===== config.mk =====
export PLATFORM = sky130hd
export DESIGN_NAME = instr_fetch_unit_flat
export DESIGN_NICKNAME = d
export VERILOG_FILES = /design/src/rtl/instr_fetch_pkg.sv /design/src/rtl/instr_fetch_unit_if.sv /design/src/rtl/fetch_pc.sv /design/src/rtl/instr_fetch_unit.sv /design/src/flat_wrapper.sv
export SDC_FILE = /design/constraint.sdc
export NUM_CORES = 1
export LEC_CHECK = 0
export CORE_MARGIN = 4
export CORE_UTILIZATION = 48
export CTS_CLUSTER_SIZE = 12
export DETAILED_ROUTE_END_ITERATION = 8
export PLACE_DENSITY_LB_ADDON = 0.08
export SYNTH_ARGS = -nofsm -noshare
export SYNTH_HDL_FRONTEND = slang
export SYNTH_SLANG_ARGS = --single-unit
export TNS_END_PERCENT = 50

===== constraint.sdc =====
create_clock -name clk -period 2.55 [get_ports clk]
set_clock_uncertainty 0.15 [all_clocks]
set_input_delay 0.3825 -clock clk [delete_from_list [all_inputs] [get_ports clk]]
set_output_delay 0.3825 -clock clk [all_outputs]
set_load 0.01 [all_outputs]

===== src/rtl/instr_fetch_pkg.sv =====
// ---------------------------------------------------------------------------
// instr_fetch_pkg : shared types and constants for the instruction fetch unit
// rev 1.0
// ---------------------------------------------------------------------------
`default_nettype none

package instr_fetch_pkg;

  typedef enum logic [1:0] {
    IDLE    = 2'd0,
    REQ     = 2'd1,
    DISCARD = 2'd2,
    HOLD    = 2'd3
  } fetch_state_t;

  typedef enum logic [1:0] {
    PC_HOLD  = 2'd0,
    PC_INC   = 2'd1,
    PC_REDIR = 2'd2,
    PC_PEND  = 2'd3
  } pc_sel_t;

  localparam int unsigned PC_STEP = 4;

endpackage

`default_nettype wire


===== src/rtl/instr_fetch_unit_if.sv =====
// ---------------------------------------------------------------------------
// instr_fetch_unit_if : SRAM read bus plus instruction hand-off to the datapath
// rev 1.0
// ---------------------------------------------------------------------------
`default_nettype none

interface instr_fetch_unit_if #(
  parameter int ADDR_W = 32,
  parameter int DATA_W = 32
);
  logic [ADDR_W-1:0] mem_addr;
  logic              mem_read_en;
  logic [DATA_W-1:0] mem_rdata;
  logic              mem_ready;
  logic [DATA_W-1:0] instr;
  logic [ADDR_W-1:0] instr_pc;
  logic              instr_valid;
  logic              instr_ready;

  modport master (
    output mem_addr, mem_read_en, instr, instr_pc, instr_valid,
    input  mem_rdata, mem_ready, instr_ready
  );

  modport slave (
    input  mem_addr, mem_read_en, instr, instr_pc, instr_valid,
    output mem_rdata, mem_ready, instr_ready
  );
endinterface

`default_nettype wire


===== src/rtl/fetch_pc.sv =====
// ---------------------------------------------------------------------------
// fetch_pc : program counter, pending-redirect register and misalign detection
// rev 1.0
// ---------------------------------------------------------------------------
`default_nettype none

module fetch_pc
  import instr_fetch_pkg::*;
#(
  parameter int              ADDR_W   = 32,
  parameter logic [ADDR_W-1:0] RESET_PC = '0
) (
  input  logic              clk,
  input  logic              rst_n,
  input  pc_sel_t           sel,
  input  logic              pend_we,
  input  logic              redirect_en,
  input  logic [ADDR_W-1:0] redirect_pc,
  output logic [ADDR_W-1:0] pc,
  output logic              misalign_err
);

  logic [ADDR_W-1:0] target;
  logic [ADDR_W-1:0] pend_pc;

  // Targets are always word aligned; the low bits only feed the sticky flag.
  assign target = {redirect_pc[ADDR_W-1:2], 2'b00};

  always_ff @(posedge clk or negedge rst_n) begin
    if (!rst_n) begin
      pc           <= RESET_PC;
      pend_pc      <= '0;
      misalign_err <= 1'b0;
    end else begin
      case (sel)
        PC_INC:   pc <= pc + ADDR_W'(PC_STEP);
        PC_REDIR: pc <= target;
        PC_PEND:  pc <= pend_pc;
        default:  pc <= pc;
      endcase
      if (pend_we)
        pend_pc <= target;
      if (redirect_en && (redirect_pc[1:0] != 2'b00))
        misalign_err <= 1'b1;
    end
  end

endmodule

`default_nettype wire


===== src/rtl/instr_fetch_unit.sv =====
// ---------------------------------------------------------------------------
// instr_fetch_unit : fetch FSM, instruction register and hand-off counter
// rev 1.0
// ---------------------------------------------------------------------------
`default_nettype none

module instr_fetch_unit
  import instr_fetch_pkg::*;
#(
  parameter int                ADDR_W   = 32,
  parameter int                DATA_W   = 32,
  parameter logic [ADDR_W-1:0] RESET_PC = 32'h0000_0000,
  parameter int                CNT_W    = 16
) (
  input  logic                clk,
  input  logic                rst_n,
  input  logic                start,
  input  logic                halt,
  input  logic                redirect_en,
  input  logic [ADDR_W-1:0]   redirect_pc,
  instr_fetch_unit_if.master  bus,
  output logic                busy,
  output logic                misalign_err,
  output logic [CNT_W-1:0]    fetch_count
);

  fetch_state_t      state;
  pc_sel_t           pc_sel;
  logic              pend_we;
  logic [ADDR_W-1:0] pc;
  logic [DATA_W-1:0] instr;
  logic [ADDR_W-1:0] instr_pc;
  logic [CNT_W-1:0]  count;

  fetch_pc #(
    .ADDR_W   (ADDR_W),
    .RESET_PC (RESET_PC)
  ) u_fetch_pc (
    .clk          (clk),
    .rst_n        (rst_n),
    .sel          (pc_sel),
    .pend_we      (pend_we),
    .redirect_en  (redirect_en),
    .redirect_pc  (redirect_pc),
    .pc           (pc),
    .misalign_err (misalign_err)
  );

  // A redirect that coincides with mem_ready wins over both increment and the
  // pending target, so the most recent branch decision is always honoured.
  always_comb begin
    pc_sel  = PC_HOLD;
    pend_we = 1'b0;
    case (state)
      IDLE, HOLD: begin
        if (redirect_en) pc_sel = PC_REDIR;
      end
      REQ: begin
        if (bus.mem_ready)    pc_sel  = redirect_en ? PC_REDIR : PC_INC;
        else if (redirect_en) pend_we = 1'b1;
      end
      DISCARD: begin
        if (bus.mem_ready)    pc_sel  = redirect_en ? PC_REDIR : PC_PEND;
        else if (redirect_en) pend_we = 1'b1;
      end
      default: ;
    endcase
  end

  always_ff @(posedge clk or negedge rst_n) begin
    if (!rst_n) begin
      state    <= IDLE;
      instr    <= '0;
      instr_pc <= '0;
      count    <= '0;
    end else begin
      case (state)
        IDLE: begin
          if (start) state <= REQ;
        end
        REQ: begin
          if (bus.mem_ready && !redirect_en) begin
            instr    <= bus.mem_rdata;
            instr_pc <= pc;
            state    <= HOLD;
          end else if (redirect_en && !bus.mem_ready) begin
            state <= DISCARD;
          end
        end
        DISCARD: begin
          if (bus.mem_ready) state <= REQ;
        end
        HOLD: begin
          if (redirect_en) begin
            state <= REQ;
          end else if (bus.instr_ready) begin
            if (count != {CNT_W{1'b1}}) count <= count + 1'b1;
            state <= halt ? IDLE : REQ;
          end
        end
        default: state <= IDLE;
      endcase
    end
  end

  assign bus.mem_addr    = pc;
  assign bus.mem_read_en = (state == REQ) || (state == DISCARD);
  assign bus.instr       = instr;
  assign bus.instr_pc    = instr_pc;
  assign bus.instr_valid = (state == HOLD);
  assign busy            = (state != IDLE);
  assign fetch_count     = count;

endmodule

`default_nettype wire


===== src/flat_wrapper.sv =====
// flat-port wrapper written by rule: the top's interface ports become plain ports
module instr_fetch_unit_flat import instr_fetch_pkg::*;
#(
  parameter int                ADDR_W   = 32,
  parameter int                DATA_W   = 32,
  parameter logic [ADDR_W-1:0] RESET_PC = 32'h0000_0000,
  parameter int                CNT_W    = 16
)
  (clk, rst_n, start, halt, redirect_en, redirect_pc, busy, misalign_err, fetch_count, bus_mem_addr, bus_mem_read_en, bus_instr, bus_instr_pc, bus_instr_valid, bus_mem_rdata, bus_mem_ready, bus_instr_ready);
  instr_fetch_unit_if #(.ADDR_W(ADDR_W), .DATA_W(DATA_W)) bus_i ();
  input  logic clk;
  input  logic rst_n;
  input  logic start;
  input  logic halt;
  input  logic redirect_en;
  input  logic [ADDR_W-1:0] redirect_pc;
  output logic busy;
  output logic misalign_err;
  output logic [CNT_W-1:0] fetch_count;
  output wire logic [$bits(bus_i.mem_addr)-1:0] bus_mem_addr;
  output wire logic [$bits(bus_i.mem_read_en)-1:0] bus_mem_read_en;
  output wire logic [$bits(bus_i.instr)-1:0] bus_instr;
  output wire logic [$bits(bus_i.instr_pc)-1:0] bus_instr_pc;
  output wire logic [$bits(bus_i.instr_valid)-1:0] bus_instr_valid;
  input wire logic [$bits(bus_i.mem_rdata)-1:0] bus_mem_rdata;
  input wire logic [$bits(bus_i.mem_ready)-1:0] bus_mem_ready;
  input wire logic [$bits(bus_i.instr_ready)-1:0] bus_instr_ready;
  assign bus_mem_addr = bus_i.mem_addr;
  assign bus_mem_read_en = bus_i.mem_read_en;
  assign bus_instr = bus_i.instr;
  assign bus_instr_pc = bus_i.instr_pc;
  assign bus_instr_valid = bus_i.instr_valid;
  assign bus_i.mem_rdata = bus_mem_rdata;
  assign bus_i.mem_ready = bus_mem_ready;
  assign bus_i.instr_ready = bus_instr_ready;
  instr_fetch_unit #(.ADDR_W(ADDR_W), .DATA_W(DATA_W), .RESET_PC(RESET_PC), .CNT_W(CNT_W)) u_core (.clk(clk), .rst_n(rst_n), .start(start), .halt(halt), .redirect_en(redirect_en), .redirect_pc(redirect_pc), .bus(bus_i), .busy(busy), .misalign_err(misalign_err), .fetch_count(fetch_count));
endmodule

Yosys cells after proc, flatten, opt, wreduce, memory -nomap -nowiden
Cells that the tools add are included.
- logic and storage cells: 54
- output and inout port bits: 116
- flip-flop bits (word level): 145
- latch bits: 0
- RAM bits: 0
- ROM bits: 0
- input bits: 71
- memories: 0
- magnitude comparators: 0
- reductions and logical operators: 15
- mux-type cells: 18
- shift-type cells: 0
- add/sub/neg operators: 2
- multipliers: 0
- equal/unequal tests: 11
- bitwise logic cells: 1
- div/mod/pow operators: 0
- operators with widths (operator ; count):
    case mux 32 bit (3 select lines) ; 1
    adder 32 x 3 -> 32 bit (second input constant) ; 1
    two-way mux 2 bit ; 10
    adder 16 x 1 -> 16 bit (second input constant) ; 1
    != test 16 bit (second input constant) ; 1
    equality test 2 bit (second input constant) ; 4
    case mux 2 bit (4 select lines) ; 1
    AND reduction 4 bit ; 2
    case mux 2 bit (3 select lines) ; 1
    two-way mux 1 bit ; 5
    equality test 2 x 1 -> 1 bit (second input constant) ; 2
    != test 2 bit (second input constant) ; 2
    nonzero test 2 bit ; 2
    OR reduction 2 bit ; 2
    logical AND 1 bit ; 3
    != test 3 x 1 -> 1 bit (second input constant) ; 1
    != test 3 x 2 -> 1 bit (second input constant) ; 1
    nonzero test 3 bit ; 1
    logical NOT 1 bit ; 2
    logical NOT 2 bit ; 1
    AND reduction 2 bit ; 1
    logical OR 1 bit ; 1
    NOT 1 bit ; 1

Logic depth before layout (Yosys ltp)
Gate-level depths: netlist of run 1.
- depth in word-level cells: 5
- mapped depth: 9
- gate-level depth less buffers: 7

Modules after synthesis
Synthesis of run 1 repeated with hierarchy kept, for this count alone.
- cells, all modules: 548
- area, all modules: 6784.0 µm²
- by module, submodules not included (module ; cells an instance ; seq. area each (µm²) ; instances ; area each (µm²)):
    instr_fetch_unit ; 233 ; 2052.0 ; 1 ; 3459.6
    fetch_pc ; 315 ; 1526.5 ; 1 ; 3324.4

Worst setup path after synthesis of run 1
Ideal clock, no wire load.
- path kind: register to register
- start: register u_core.state[0]
- end: register u_core.u_fetch_pc.pc[10]
- slack: 0.309 ns
- library setup time: 0.119 ns
- data required time: 2.281 ns
- path buffers: 2
- data arrival time: 1.972 ns
- cell stages (with the launch flop): 10
- clock period less this slack: 2.241 ns
- path through: dfrtp_1 inv_1 ha_1 nand3b_1 or2_1 buf_2 buf_6 a222oi_1 nor2_1 o21a_1
- longest elaborated chain between the ends: 5
- elaborated cells between the ends (all ways): 11
- those cells by class: eq/ne (6); mux (2); reduce/logical (3)
- ends and longest elaborated chain (element ; line ; text):
    start: declaration ; instr_fetch_unit.sv:27 ; fetch_state_t state;
    start signal: assignment ; instr_fetch_unit.sv:98 ; state <= halt ? IDLE : REQ;
    equality test 2 bit or logical NOT 2 bit (tied branches) ; instr_fetch_unit.sv:54 ; case (state)
    OR reduction 2 bit ; instr_fetch_unit.sv:54 ;
    case mux 2 bit (3 select lines) * ; instr_fetch_unit.sv:54 ;
    equality test 2 bit or equality test 2 x 1 -> 1 bit (tied branches) ; fetch_pc.sv:35 ; case (sel)
    case mux 32 bit (3 select lines) or nonzero test 3 bit (tied branches) ; - ;
    end signal: assignment ; fetch_pc.sv:36 ; PC_INC: pc <= pc + ADDR_W'(PC_STEP);
    end signal: assignment ; fetch_pc.sv:37 ; PC_REDIR: pc <= target;
    end signal: assignment ; fetch_pc.sv:38 ; PC_PEND: pc <= pend_pc;
    end: declaration ; fetch_pc.sv:19 ; output logic [ADDR_W-1:0] pc,
Mark *: on every way between the ends. The rest lies on a longest branch, timed or not.
A chain may end at the register's enable or synchronous reset.

Worst setup path in the final report of run 1
- start: register u_core.state[0]
- end: output port bus_mem_read_en
- longest elaborated chain between the ends: 2
- elaborated cells between the ends (all ways): 3
- those cells by class: eq/ne (2); reduce/logical (1)
- ends and longest elaborated chain (element ; line ; text):
    equality test 2 x 1 -> 1 bit or equality test 2 bit (tied branches) ; instr_fetch_unit.sv:107 ; assign bus.mem_read_en = (state == REQ) || (state == DISCARD);
    logical OR 1 bit * ; instr_fetch_unit.sv:107 ;
    end: declaration ; flat_wrapper.sv:21 ; output wire logic [$bits(bus_i.mem_read_en)-1:0] bus_mem_read_en;
Marked as above.

==> impl_metrics.env, run 1 <==
export IMPL_stdcell_area_sq_um=9560
export IMPL_hpwl_mm=12.8
export IMPL_hold_path_class="reg2reg"
export IMPL_startpoint_type="flop"
export IMPL_vias=5538
export IMPL_p_leak_nw=3.96
export IMPL_whs_ns=0.323
export IMPL_slew_violations=0
export IMPL_drive_gt1_share_pct=20.0
export IMPL_start_util_pct=49.7
export IMPL_area_growth_syn_to_layout_pct=42.8
export IMPL_synthTopCellsByArea="dfrtp_1, mux2_2, nand2_1, a21oi_1, o21ai_0"
export IMPL_layout_common_cells="clkdlybuf4s50_1, dfrtp_1, mux2_2, nand2_1"
export IMPL_avgViaCountPerCell=5.73
export IMPL_synth_async_reset_ratio_pct=100
export IMPL_postRouteAntennaNets=0
export IMPL_powerDensity_nw_per_um2=1290
export IMPL_die_width_um=126
export IMPL_clk_pin_slew_ns=0.06
export IMPL_placed_cell_area_sq_um=8840
export IMPL_yosysSeqAreaShare_pct=52.7
export IMPL_max_slew_worst_pin_slew_ns=0.615
export IMPL_grt_pass1_vias=5836
export IMPL_fin_ws_ns=0.124
export IMPL_cts_made_buffers=17
export IMPL_n_fill_cell=1004
export IMPL_insertion_delay_ns=0.42
export IMPL_synth_edf_count=0
export IMPL_cts_sinks=141
export IMPL_drc=0
export IMPL_grt_pass1_wl_mm=30.2
export IMPL_cts_max_level=4
export IMPL_die_h_um=126
export IMPL_cts_buffer_depth=2
export IMPL_grt_usage_pct=23.4
export IMPL_maxCapViolCount=0
export IMPL_cp_arrival_ns=1.89
export IMPL_period_share_pct=95.1
export IMPL_setup_violations_final=0
export IMPL_cts_tree="done"
export IMPL_ys_seq_elements=141
export IMPL_rows=42
export IMPL_ys_flop_type="dfrtp_1"
export IMPL_drtIter0Drc=333
export IMPL_routedWlPerCell_um=18.9
export IMPL_critPathKind="reg2out"
export IMPL_die_area_sq_um=15900
export IMPL_ios=187
export IMPL_hold_viol=0
export IMPL_synth_top_area_share_pct=52.7
export IMPL_nets=856
export IMPL_required_ns=2.02
export IMPL_vdd_drop_max_mv=0.802
export IMPL_path_max_fanout=8
export IMPL_run_status="finished clean"
export IMPL_port_buffers=182
export IMPL_postSynthCellCount=582
export IMPL_antenna_found_initial=0
export IMPL_drt_wl_total_mm=18.3
export IMPL_final_min_clock_period_ns=2.43
export IMPL_core_area_sq_um=13500
export IMPL_fmax_mhz=412
export IMPL_pre_cts_slack_ns=-0.0179
export IMPL_grt_overflow=0
export IMPL_avgSynthCellArea_sq_um=11.5
export IMPL_synth_warnings=0
export IMPL_synth_area_sq_um=6690
export IMPL_synth_top_cell_by_area="dfrtp_1"
export IMPL_first_pass_iters=5
export IMPL_rsz0062_at_grt="false"
export IMPL_ys_types=60
export IMPL_final_common_cell="clkdlybuf4s50_1"
export IMPL_end_kind="output port"
export IMPL_final_core_util_pct=71.0
export IMPL_slew_headroom_pct=59.0
export IMPL_cts_root_buf="clkbuf_16"
export IMPL_finalPower_mw=12.3
export IMPL_grt_max_degree=67
export IMPL_diodes=0
export IMPL_gp_congestion=0.863
-- metrics by stage --
| step | TNS [ns] | std cells |
|---|---|---|
| final | 0 | 967 |
| after CTS | 0 | 967 |
| after global placement | 0 | 934 |
| after detailed placement | -0.0250 | 934 |
| after global routing | 0 | 967 |
| after floorplan | 0 | 585 |
-- final timing paths --
| path | from | endpoint | slack, ns | cells past startpoint |
|---|---|---|---|---|
| setup / recovery | u_core.state[0] | bus_mem_read_en | 0.12 | 3 |
| hold / removal | u_core.u_fetch_pc.misalign_err | u_core.u_fetch_pc.misalign_err | 0.32 | 1 |
| setup reg to reg | u_core.state[0] | u_core.u_fetch_pc.pc[9] | 0.14 | 8 |
| hold reg to reg | u_core.u_fetch_pc.misalign_err | u_core.u_fetch_pc.misalign_err | 0.32 | 1 |
| max in group asynchronous | rst_n | u_core.u_fetch_pc.pend_pc[5] | 1.14 | 3 |
| min in group asynchronous | rst_n | u_core.fetch_count[9] | 0.38 | 2 |
-- sequential cells by signal (all words and copies together) (netlist names) --
register                        count
u_core.u_fetch_pc.pc               30
u_core.u_fetch_pc.pend_pc          30
u_core.bus.instr_pc                30
u_core.u_fetch_pc.misalign_err      1
u_core.fetch_count                 16
u_core.bus.instr                   32
u_core.state                        2
-- report_power, final --
part / internal (mW) / switching, mW
registers: 3.24 / 0.805
logic: 2.97 / 2.42
clock network: 1.98 / 0.927
-- routing by layer --
metal | vias up | track usage, % | wire length [um]
met5 | - | 0 | 0
met4 | 0 | 7.70 | 269
met3 | 22 | 5.67 | 1190
met2 | 219 | 39.1 | 9160
met1 | 2748 | 30.0 | 7650
li1 | 2549 | - | -
-- Yosys cell counts, types with 6 or more instances --
| cell type | count |
|---|---|
| a21oi_1 | 27 |
| a22oi_1 | 7 |
| a31oi_1 | 20 |
| and3_1 | 9 |
| buf_2 | 11 |
| clkbuf_1 | 13 |
| dfrtp_1 | 141 |
| ha_1 | 7 |
| inv_1 | 13 |
| mux2_2 | 89 |
| nand2_1 | 46 |
| nand3_1 | 17 |
| nand4_1 | 16 |
| nor2_1 | 24 |
| o21a_1 | 11 |
| o21ai_0 | 27 |
| o22a_1 | 6 |
| xnor2_1 | 7 |
| xor2_1 | 8 |
-- critical path, cell delays in order (launching register included) --
cell	delay [ns]
dfrtp_1	0.40
inv_1	0.10
ha_2	0.41
clkdlybuf4s50_1	0.57
-- timing repair --
| action | 4_1_cts | 5_1_grt |
|---|---|---|
| hold endpoints to repair | 62 | 0 |
| setup buffers | 0 | 0 |
| hold buffers | 1 | 0 |
| endpoints found under the setup margin | 0 | 2 |
| resized for setup | 0 | 2 |
-- cells by family after synthesis --
group | synth area share, %
flip-flops | 52.7
AO/OA/AOI/OAI | 14.1
AND/OR/NAND/NOR | 11.2
multiplexers | 15.1
buffers and inverters | 3.46
XOR/XNOR | 1.96
adder cells (fa/ha/maj) | 1.31
other | 0.0561
-- layout make-up --
class	instances	area, sq um	share of cell area, %
multi-input combinational	396	2950	30.8
inverter	13	48.8	0.511
clock inverter	12	239	2.50
sequential	141	3530	36.9
tap	176	220	2.30
clock buffer	20	457	4.78
timing repair buffer	209	2120	22.1
Power figures use the tool's default switching activity.
==> run 2: changes to the inputs <==
- PLACE_DENSITY: unset -> 0.81
- PLACE_DENSITY_LB_ADDON: 0.08 -> unset
- SLEW_MARGIN: unset -> 20
==> run 2 against run 1 <==
Compared with the run above: final area fell by 1.3%; total power shrank 4.5%; clock power is 20% lower; flip-flop and latch count unchanged; combinational power grew 0.7%; sequential share of layout area increased by 0.49 points; sequential power hardly changed; highest routed layer unchanged.
==> impl_metrics.env, run 2 (synthesis gave the netlist of run 1 again) <==
export IMPL_avgViaCountPerCell=5.73
export IMPL_port_buffers=182
export IMPL_vias=5531
export IMPL_p_comb_share_pct=46.1
export IMPL_largest_register_ffs=32
export IMPL_routedWlPerCell_um=18.5
export IMPL_required_ns=2.02
export IMPL_cts_sinks=141
export IMPL_cts_root_buf="clkbuf_16"
export IMPL_use_met1_pct=28.4
export IMPL_insertion_delay_ns=0.41
export IMPL_cts_tree="done"
export IMPL_p_int_mw=7.71
export IMPL_n_fill_cell=990
export IMPL_p_leak_nw=3.90
export IMPL_use_met2_pct=37.5
export IMPL_cts_max_level=4
export IMPL_die_area_sq_um=15900
export IMPL_top_register="u_core.bus.instr"
export IMPL_layout_common_cells="clkdlybuf4s50_1, dfrtp_1, mux2_2, nand2_1"
export IMPL_fmax_mhz=407
export IMPL_antenna_found_initial=1
export IMPL_ios=187
export IMPL_clockPowerShare_pct=19.9
export IMPL_use_met3_pct=5.21
export IMPL_stdcell_area_sq_um=9430
export IMPL_die_h_um=126
export IMPL_gp_congestion=0.816
export IMPL_rows=42
export IMPL_start_util_pct=49.7
export IMPL_slew_headroom_pct=66.1
export IMPL_drive_gt1_share_pct=19.3
export IMPL_powerDensity_nw_per_um2=1250
export IMPL_p_sw_mw=4.09
export IMPL_grt_overflow=0
export IMPL_grt_usage_pct=22.7
export IMPL_finalPower_mw=11.8
export IMPL_drt_wl_total_mm=17.9
export IMPL_hpwl_mm=12.4
export IMPL_cts_resized_gates=0
export IMPL_clk_pin_slew_ns=0.06
export IMPL_core_area_sq_um=13500
export IMPL_final_common_cell="clkdlybuf4s50_1"
export IMPL_maxCapViolCount=0
export IMPL_hold_viol=0
export IMPL_cts_made_buffers=17
export IMPL_seq_area_sq_um=3530
export IMPL_multiInputGateArea_sq_um=2940
export IMPL_vdd_drop_max_mv=0.698
export IMPL_startpoint_type="flop"
export IMPL_period_share_pct=96.5
export IMPL_cts_buffer_depth=2
export IMPL_drtIter0Drc=397
export IMPL_slew_violations=0
export IMPL_whs_ns=0.179
export IMPL_drc=0
export IMPL_grt_pass1_wl_mm=29.2
export IMPL_first_pass_iters=7
export IMPL_run_status="finished clean"
export IMPL_grt_busiest_layer="met2"
export IMPL_finalSetupTns_ns=0
export IMPL_placed_cell_area_sq_um=8850
export IMPL_cp_arrival_ns=1.93
export IMPL_nets=855
export IMPL_path_max_fanout=7
export IMPL_max_slew_worst_pin_slew_ns=0.507
export IMPL_seqPwrFrac_pct=34.1
export IMPL_postRouteAntennaNets=0
export IMPL_hold_path_class="in2async"
export IMPL_grt_max_degree=82
export IMPL_critPathKind="reg2out"
export IMPL_area_growth_syn_to_layout_pct=41.0
export IMPL_grt_pass1_vias=5721
export IMPL_switching_share_pct=34.7
export IMPL_die_width_um=126
export IMPL_final_min_clock_period_ns=2.46
export IMPL_end_kind="output port"
export IMPL_setup_violations_final=0
export IMPL_rsz0062_at_grt="false"
run 2: cell count changes in the layout (fill, tap and decap cells not counted):
cell	delta
buf_12	+2
buf_4	-3
bufinv_16	-5
clkbuf_1	+1
clkinv_2	+3
clkinv_4	-1
diode_2	+1
ha_1	+2
ha_2	-2
run 2: worst max-delay path: stages (launching register included):
cell and delay [ns]:
dfrtp_1 0.40, inv_1 0.11, ha_1 0.31, buf_4 0.14, clkdlybuf4s50_1 0.56
run 2: routing by layer:
layer / part of all wire, % / wire [um]
met5: 0 / 0
met4: 2.5 / 453
met3: 7.1 / 1270
met2: 50 / 8930
met1: 40 / 7240
run 2: cell type report:
| cell class | count | share of cell area [%] |
|---|---|---|
| Sequential cell | 141 | 37.4 |
| Multi-Input combinational cell | 396 | 31.2 |
| Timing Repair Buffer | 208 | 22.6 |
| Clock buffer | 21 | 4.88 |
| Tap cell | 176 | 2.34 |
| Clock inverter | 9 | 1.01 |
| Inverter | 13 | 0.517 |
| Antenna cell | 1 | 0.0265 |
run 2: metrics by stage:
stage	utilization [%]	worst slack, ns	std cells
5_1_grt	70.1	0.0102	965
2_1_floorplan	-	0.309	585
6_report	70.1	0.0905	965
3_5_place_dp	65.8	0.0834	931
4_1_cts	70.0	0.0491	962
3_3_place_gp	65.8	0.160	931
run 2: timing repair:
action / 4_1_cts / 5_1_grt
setup buffers: 0 / 2
hold buffers: 1 / 0
endpoints found under the setup margin: 0 / 2
hold endpoints to repair: 141 / 0
run 2: worst paths after layout:
| path | slack, ns | startpoint | depth (start not counted) | endpoint |
|---|---|---|---|---|
| max in group asynchronous | 1.43 | rst_n | 3 | u_core.bus.instr_pc[18] |
| setup reg to reg | 0.20 | u_core.state[0] | 8 | u_core.u_fetch_pc.pc[11] |
| setup / recovery | 0.09 | u_core.state[1] | 4 | bus_mem_read_en |
| hold / removal | 0.18 | rst_n | 2 | u_core.bus.instr_pc[8] |
| min in group clk | 0.32 | u_core.u_fetch_pc.misalign_err | 1 | u_core.u_fetch_pc.misalign_err |
| hold reg to reg | 0.32 | u_core.u_fetch_pc.misalign_err | 1 | u_core.u_fetch_pc.misalign_err |
run 2: power groups by stage:
stage | Combinational, mW | Clock, mW | Sequential [mW]
6_report | 5.43 | 2.34 | 4.02
3_3_place_gp | 5.22 | 0 | 3.97
3_5_place_dp | 5.38 | 0 | 4.05
2_1_floorplan | 2.51 | 0 | 4.23
4_1_cts | 5.43 | 2.38 | 4.02
5_1_grt | 5.85 | 2.50 | 4.16
